--- config.mk ---
export PLATFORM = sky130hd
export DESIGN_NAME = regfile_wb_arbiter_flat
export DESIGN_NICKNAME = d
export VERILOG_FILES = /design/src/rtl/regfile_wb_arbiter_if.sv /design/src/rtl/regfile_wb_arbiter.sv /design/src/flat_wrapper.sv
export SDC_FILE = /design/constraint.sdc
export NUM_CORES = 1
export LEC_CHECK = 0
export ABC_CLOCK_PERIOD_IN_PS = 2200
export BUFFER_PORTS_ARGS = -buffer_cell sky130_fd_sc_hd__buf_2
export CORE_UTILIZATION = 43
export CTS_BUF_LIST = sky130_fd_sc_hd__clkbuf_4
export DETAILED_ROUTE_END_ITERATION = 8
export PLACE_DENSITY_LB_ADDON = 0.25
export SLEW_MARGIN = 25
export SYNTH_ARGS = -nofsm -noshare
export SYNTH_HDL_FRONTEND = slang
export SYNTH_SLANG_ARGS = --single-unit
--- constraint.sdc ---
create_clock -name clock -period 2.2 [get_ports clock]
set_input_delay 0.66 -clock clock [delete_from_list [all_inputs] [get_ports clock]]
set_output_delay 0.66 -clock clock [all_outputs]
set_load 0.05 [all_outputs]
--- src/rtl/regfile_wb_arbiter_if.sv ---
// Writeback bus between the two requesters, the arbiter and the register bank.
// The arbiter takes the slave view; requesters/bank (or a bench) take the master view.
interface regfile_wb_arbiter_if #(
    parameter int unsigned DATA_W   = 32,
    parameter int unsigned ADDR_W   = 5,
    parameter int unsigned NUM_REGS = 32
);
    logic                hold;

    logic                req0_valid;
    logic [ADDR_W-1:0]   req0_rd;
    logic [DATA_W-1:0]   req0_data;
    logic                req0_ready;

    logic                req1_valid;
    logic [ADDR_W-1:0]   req1_rd;
    logic [DATA_W-1:0]   req1_data;
    logic                req1_ready;

    logic [NUM_REGS-1:0] we_vec;
    logic [DATA_W-1:0]   wr_data;
    logic [ADDR_W-1:0]   wr_addr;
    logic                wr_valid;
    logic [15:0]         grant_cnt;

    modport slave (
        input  hold,
        input  req0_valid, req0_rd, req0_data,
        output req0_ready,
        input  req1_valid, req1_rd, req1_data,
        output req1_ready,
        output we_vec, wr_data, wr_addr, wr_valid, grant_cnt
    );

    modport master (
        output hold,
        output req0_valid, req0_rd, req0_data,
        input  req0_ready,
        output req1_valid, req1_rd, req1_data,
        input  req1_ready,
        input  we_vec, wr_data, wr_addr, wr_valid, grant_cnt
    );
endinterface

--- src/rtl/regfile_wb_arbiter.sv ---
// Round-robin arbiter sharing the register-file write port between the ALU path (req0)
// and the load unit (req1); presents one registered one-hot write per cycle.
module regfile_wb_arbiter #(
    parameter int unsigned DATA_W   = 32,
    parameter int unsigned ADDR_W   = 5,
    parameter int unsigned NUM_REGS = 32
) (
    input logic                 clock,
    input logic                 reset,
    regfile_wb_arbiter_if.slave bus
);

    typedef enum logic [0:0] {PrefReq0, PrefReq1} rr_e;

    rr_e                 rr_q, rr_d;
    logic                grant0, grant1, xfer;
    logic [ADDR_W-1:0]   sel_rd;
    logic [DATA_W-1:0]   sel_data;

    logic [NUM_REGS-1:0] we_vec_q, we_vec_d;
    logic [DATA_W-1:0]   wr_data_q, wr_data_d;
    logic [ADDR_W-1:0]   wr_addr_q, wr_addr_d;
    logic                wr_valid_q, wr_valid_d;
    logic [15:0]         grant_cnt_q, grant_cnt_d;

    // Grants depend only on inputs and the rr pointer, never on the write outputs.
    always_comb begin
        grant0 = 1'b0;
        grant1 = 1'b0;
        rr_d   = rr_q;
        if (!reset && !bus.hold) begin
            if (bus.req0_valid && bus.req1_valid) begin
                if (rr_q == PrefReq0) begin
                    grant0 = 1'b1;
                    rr_d   = PrefReq1;
                end else begin
                    grant1 = 1'b1;
                    rr_d   = PrefReq0;
                end
            end else begin
                grant0 = bus.req0_valid;
                grant1 = bus.req1_valid;
            end
        end
    end

    always_comb begin
        xfer        = grant0 | grant1;
        sel_rd      = grant1 ? bus.req1_rd   : bus.req0_rd;
        sel_data    = grant1 ? bus.req1_data : bus.req0_data;
        we_vec_d    = '0;
        wr_valid_d  = xfer;
        wr_addr_d   = wr_addr_q;
        wr_data_d   = wr_data_q;
        grant_cnt_d = grant_cnt_q;
        if (xfer) begin
            wr_addr_d   = sel_rd;
            wr_data_d   = sel_data;
            grant_cnt_d = grant_cnt_q + 16'd1;
            // x0 is hardwired zero: the write is accepted and counted but never enabled.
            if (sel_rd != '0) begin
                we_vec_d[sel_rd] = 1'b1;
            end
        end
    end

    always_ff @(posedge clock) begin
        if (reset) begin
            rr_q        <= PrefReq0;
            we_vec_q    <= '0;
            wr_data_q   <= '0;
            wr_addr_q   <= '0;
            wr_valid_q  <= 1'b0;
            grant_cnt_q <= '0;
        end else begin
            rr_q        <= rr_d;
            we_vec_q    <= we_vec_d;
            wr_data_q   <= wr_data_d;
            wr_addr_q   <= wr_addr_d;
            wr_valid_q  <= wr_valid_d;
            grant_cnt_q <= grant_cnt_d;
        end
    end

    assign bus.req0_ready = grant0;
    assign bus.req1_ready = grant1;
    assign bus.we_vec     = we_vec_q;
    assign bus.wr_data    = wr_data_q;
    assign bus.wr_addr    = wr_addr_q;
    assign bus.wr_valid   = wr_valid_q;
    assign bus.grant_cnt  = grant_cnt_q;

    a_we_onehot0: assert property (@(posedge clock) $onehot0(we_vec_q));
    a_single_grant: assert property (@(posedge clock) !(grant0 && grant1));
    a_we_needs_valid: assert property (@(posedge clock) wr_valid_q || (we_vec_q == '0));

endmodule

--- src/flat_wrapper.sv ---
// flat-port wrapper written by rule: the top's interface ports become plain ports
module regfile_wb_arbiter_flat 
#(
    parameter int unsigned DATA_W   = 32,
    parameter int unsigned ADDR_W   = 5,
    parameter int unsigned NUM_REGS = 32
)
  (clock, reset, bus_hold, bus_req0_valid, bus_req0_rd, bus_req0_data, bus_req0_ready, bus_req1_valid, bus_req1_rd, bus_req1_data, bus_req1_ready, bus_we_vec, bus_wr_data, bus_wr_addr, bus_wr_valid, bus_grant_cnt);
  regfile_wb_arbiter_if #(.DATA_W(DATA_W), .ADDR_W(ADDR_W), .NUM_REGS(NUM_REGS)) bus_i ();
  input logic clock;
  input logic reset;
  input wire logic [$bits(bus_i.hold)-1:0] bus_hold;
  input wire logic [$bits(bus_i.req0_valid)-1:0] bus_req0_valid;
  input wire logic [$bits(bus_i.req0_rd)-1:0] bus_req0_rd;
  input wire logic [$bits(bus_i.req0_data)-1:0] bus_req0_data;
  output wire logic [$bits(bus_i.req0_ready)-1:0] bus_req0_ready;
  input wire logic [$bits(bus_i.req1_valid)-1:0] bus_req1_valid;
  input wire logic [$bits(bus_i.req1_rd)-1:0] bus_req1_rd;
  input wire logic [$bits(bus_i.req1_data)-1:0] bus_req1_data;
  output wire logic [$bits(bus_i.req1_ready)-1:0] bus_req1_ready;
  output wire logic [$bits(bus_i.we_vec)-1:0] bus_we_vec;
  output wire logic [$bits(bus_i.wr_data)-1:0] bus_wr_data;
  output wire logic [$bits(bus_i.wr_addr)-1:0] bus_wr_addr;
  output wire logic [$bits(bus_i.wr_valid)-1:0] bus_wr_valid;
  output wire logic [$bits(bus_i.grant_cnt)-1:0] bus_grant_cnt;
  assign bus_i.hold = bus_hold;
  assign bus_i.req0_valid = bus_req0_valid;
  assign bus_i.req0_rd = bus_req0_rd;
  assign bus_i.req0_data = bus_req0_data;
  assign bus_req0_ready = bus_i.req0_ready;
  assign bus_i.req1_valid = bus_req1_valid;
  assign bus_i.req1_rd = bus_req1_rd;
  assign bus_i.req1_data = bus_req1_data;
  assign bus_req1_ready = bus_i.req1_ready;
  assign bus_we_vec = bus_i.we_vec;
  assign bus_wr_data = bus_i.wr_data;
  assign bus_wr_addr = bus_i.wr_addr;
  assign bus_wr_valid = bus_i.wr_valid;
  assign bus_grant_cnt = bus_i.grant_cnt;
  regfile_wb_arbiter #(.DATA_W(DATA_W), .ADDR_W(ADDR_W), .NUM_REGS(NUM_REGS)) u_core (.clock(clock), .reset(reset), .bus(bus_i));
endmodule
Word level (Yosys, flattened, before mapping) --
Cells that the tools add are included.
Storage, ports and cells: register bits 87, latch bits 0, RAM bits 0, memory bits (read-only) 0, input bits 79, output and inout bits 88, logic and storage cells 30, memories 0
Operators by class: $add $sub $neg 1, multiply operators 0, div/mod/pow operators 0, $lt $le $gt $ge 2, equality and inequality tests 0, shift-type cells 0, muxes and demuxes 10, bitwise logic cells 3, reduce and logical (&&, ||, !) cells 8
Operator list (number):
- two-way mux 32 bit | 1
- adder 16 x 1 -> 16 bit (second input constant) | 1
- two-way mux 1 bit | 7
- less-than comparator 5 x 6 -> 1 bit (second input constant) | 1
- demux 1 bit (select 5 bit) | 1
- greater-or-equal comparator 5 x 1 -> 1 bit (second input constant) | 1
- two-way mux 5 bit | 1
- nonzero test 5 bit | 1
- logical AND 1 bit | 3
- OR reduction 3 bit | 1
- logical NOT 1 bit | 2
- inverter 1 bit | 2
- AND reduction 2 bit | 1
- bitwise OR 1 bit | 1

Logic depth before layout (Yosys ltp) --
depth after elaboration 8, depth in mapped cells 8, mapped depth without buffers 5

Worst setup path before layout --
Ideal clock, no wire load.
path kind input to output, start point in reset, end point out bus_req1_ready, arrival time 1.609 ns, required time 1.540 ns, path slack -0.069 ns, stages on the path 4, path buffers 1, cells stage by stage nor3b_2 nand2_2 inv_1 buf_2
Between the ends: cells in the longest elaborated chain, start to end 3
Ends and longest elaborated chain:
- from (decl) | RTL line flat_wrapper.sv:11 | input logic reset;
- logical NOT 1 bit | RTL line regfile_wb_arbiter.sv:31 | if (!reset && !bus.hold) begin
- logical AND 1 bit | RTL line regfile_wb_arbiter.sv:31
- two-way mux 1 bit | RTL line regfile_wb_arbiter.sv:31
- to (decl) | RTL line flat_wrapper.sv:20 | output wire logic [$bits(bus_i.req1_ready)-1:0] bus_req1_ready;
Every way passes these cells.

Worst setup path after layout --
Ends and elaborated chain as after synthesis.

==> results.md <==
* Peak Freq at 467 MHz
* # setup viols final at 0
* Run status: finished, final reports clean
* Reg power frac at 55.5%
* Crit path arrival time at 1480 ps
* Comb pwr share at 19.2%
* Sw Share at 31.6%
* Finished Cell Area at 4720 um2
* Worst-Margin Slew at about 740 ps
* Clk root buf: clkbuf_4
* Die height at 92.6 um
* Max-slew violations at 0
* Asr flop ratio synth at 0%
* Initial Util at roughly 45%
* Die Wd at 92.6 um
* Skew final at 14.7 ps
* Clock buffer count from CTS at 9
* Via density at 5.25
* Hold WC Path Type: input pin to flip-flop
* Nets@finish at just under 700
* Final worst path period need at around 2100 ps
* Rel. slew slack at 50.6%
* ANT nets after route at 0
* DR DRC count at 0
* Commonest register cell after synthesis: dfxtp_1
* Tcrit/Tclk final at 97.3%
* Most common cell after layout, fill and taps aside: buf_2
* PortBufs at roughly 170
* Worst R2R Setup Slack at 360 ps
* First-pass iteration count of the detailed router at 5
* Layout area overhead at 33.6%
* Share of the synthesized area in the top cell type at 49.3%
* Layout cells sized above 1 at a little over a third
* CTS sink cnt at 87
* Clock network power share at between 20% and 30%
* H-tree lvl count at 3
* Synthesized flop and latch total at 87
* Finished Core Util at 60.1%
* Vias at ~3700
* Top post-synthesis cells by area: dfxtp_1 (49%), a311oi_1 (8.9%), nand2_1 (8.8%)
* Number of fill cells in the layout at roughly 750
* Max Cap Viol at 0
* Post-synth cell types at 43
* Worst EP required at 1540 ps
* Longest Clk Path Bufs at 2
* Drt total wl at approximately 9700 um
* IO Pins at 167
* Hold-fix buffers, CTS at 0
* First-pass GRT wire length at 15700 um
* Unrepaired setup endpoints after global routing: no
* Leading area contributor after synthesis: dfxtp_1
* CP Capture Type: output port
* Setup TNS at 0 ps
* Hold Slack at between 400 and 500 ps
* GRT overflow at 0
* Antenna Cells at 0
* Grt met1 use at 29.2%
* Psw at 941 uW
* Reg2reg path depth at 4
* Setup CP Type: input pin to output port
* Drt first-iter violations at 167
* Hold depth at 3
* Met2 Use GR at a little under two fifths
* Row count at 32
* Peak supply drop at 377 uV
* Final hold vios at 0
* Post-DR wirelength/cell at 13.9 um
* Met3 GRT Util at 4.43%
* CP max FO at 6
* CORE AREA at about 7800 um2
* Worst R2R Start: u_core.bus.grant_cnt[4]$_SDFFE_PP0N_
* Post-CTS setup buffer count at 0
* Die ar. at 8570 um2
* Hold_sp: bus_req1_data[11]
* YS warnings at 0
* Commonest non-fill, non-tap cells in the layout: buf_2 (165), dfxtp_1 (87), nand2_1 (83), nor2_1 (72), a311oi_1 (36)
* Total GRT Usage at around 23%
* Hold Crit Endpoint: u_core.bus.wr_data[11]$_SDFFE_PP0N_
* Avg Cell Area, Syn at approximately 8.4 um2
* Worst-skew pair later-pin latency at about 430 ps
* Number of flops mapped to enable cells by yosys at 0
* Int Pwr at 2040 uW
* FF-to-FF End: u_core.bus.grant_cnt[13]$_SDFFE_PP0N_
* Initial antenna violation count at 0
* Sequential element share of the synthesized area at between 40% and 50%
* Placed cell area at 4600 um2
* Worst-path clk slew at between 100 and 150 ps
* Syn nets at 502
* Power consumption at 2980 uW
* Number of global-route vias before repair at approximately 3400
* Grt peak-use layer: met2
* Cell Area, Synth at 3530 um2
* CTS tree: built
* LEAKAGE at 0.00216 uW
* PD cells at 631 nW/um2
* Largest net degree at the start of global routing at 36
* CP startpoint kind: input pin
* Cells after Synth at between 400 and 500
* DP Wirelength at 7260 um
* Placer congestion estimate at 0.887
## cells in the mapped netlist, drive strengths merged, types with 4 or more instances
master / number
a21oi: 11
a311oi: 36
and4: 5
buf: 10
clkbuf: 20
dfxtp: 87
inv: 6
nand2: 84
nand3: 6
nor2: 72
nor3: 10
nor4: 7
nor4b: 4
o21ai: 10
o31ai: 6
or3: 6
or4: 6
xnor2: 7
## worst max-delay path, stage by stage
cell	delay, ps
buf_2	150
nor3b_4	240
nand2_2	120
inv_1	130
buf_6	180
## power groups by stage
stage	Combinational [uW]	Clock, uW	Sequential (uW)
finish	572	752	1650
global route	615	850	1660
CTS	570	786	1650
detailed placement	568	0	1690
global placement	562	0	1690
floorplan	180	0	1860
## through the flow
stage | instances | worst slack, ps
finish | 701 | 60.2
global route | 701 | 6.13
CTS | 701 | 16.8
detailed placement | 685 | -110
global placement | 685 | -35.1
floorplan | 422 | 19.6
## state kept, by name, summed over array words and instances, names as in the netlist
name	cells
u_core.bus.wr_addr	5
u_core.bus.we_vec	32
u_core.bus.grant_cnt	16
u_core.bus.wr_data	32
u_core.bus.wr_valid	1
u_core.rr_q	1
## cell families (layout without fill, tap and decap cells)
| group | count (synthesis) | after routing | synth area share [%] |
|---|---|---|---|
| AND/OR/NAND/NOR | 213 | 213 | 27.6 |
| flip-flops | 87 | 87 | 49.3 |
| AO/OA/AOI/OAI | 72 | 72 | 15.1 |
| buffers and inverters | 36 | 213 | 4.29 |
| XOR/XNOR | 8 | 8 | 1.99 |
| multiplexers | 4 | 4 | 1.21 |
| adder cells (fa/ha/maj) | 1 | 1 | 0.354 |
| other | 1 | 1 | 0.106 |
## per-layer routing
metal  share of wire, %  vias to the layer above
met5                  0                        -
met4                1.6                        0
met3                6.2                       12
li1                   -                     1830
met1                 43                     1704
met2                 49                      131
## layout make-up
class,instances,area [um2],area share [%]
flip-flops and latches,87,1740,36.9
multi-input cells,299,1640,34.8
repair buffers,191,1070,22.8
well taps,102,128,2.71
clock buffers,9,67.6,1.43
clock inverters,7,40.0,0.849
inverters,6,22.5,0.477
## how the worst max path moves through the flow
stage	start	endpoint	slack, ps	cells after the start
after floorplan	reset	bus_req1_ready	20	4
after global placement	reset	u_core.bus.we_vec[13]$_SDFF_PP0_	-40	6
after detailed placement	reset	u_core.bus.we_vec[13]$_SDFF_PP0_	-110	6
after CTS	reset	bus_req1_ready	20	5
after global routing	reset	bus_req1_ready	6	5
final	reset	bus_req1_ready	60	5
## what timing repair did
action                                  in CTS  in global routing
endpoints found under the setup margin       1                  1
resized for setup                            1                  2
pin swaps                                    0                  0
(Power assumes the default switching activity.)
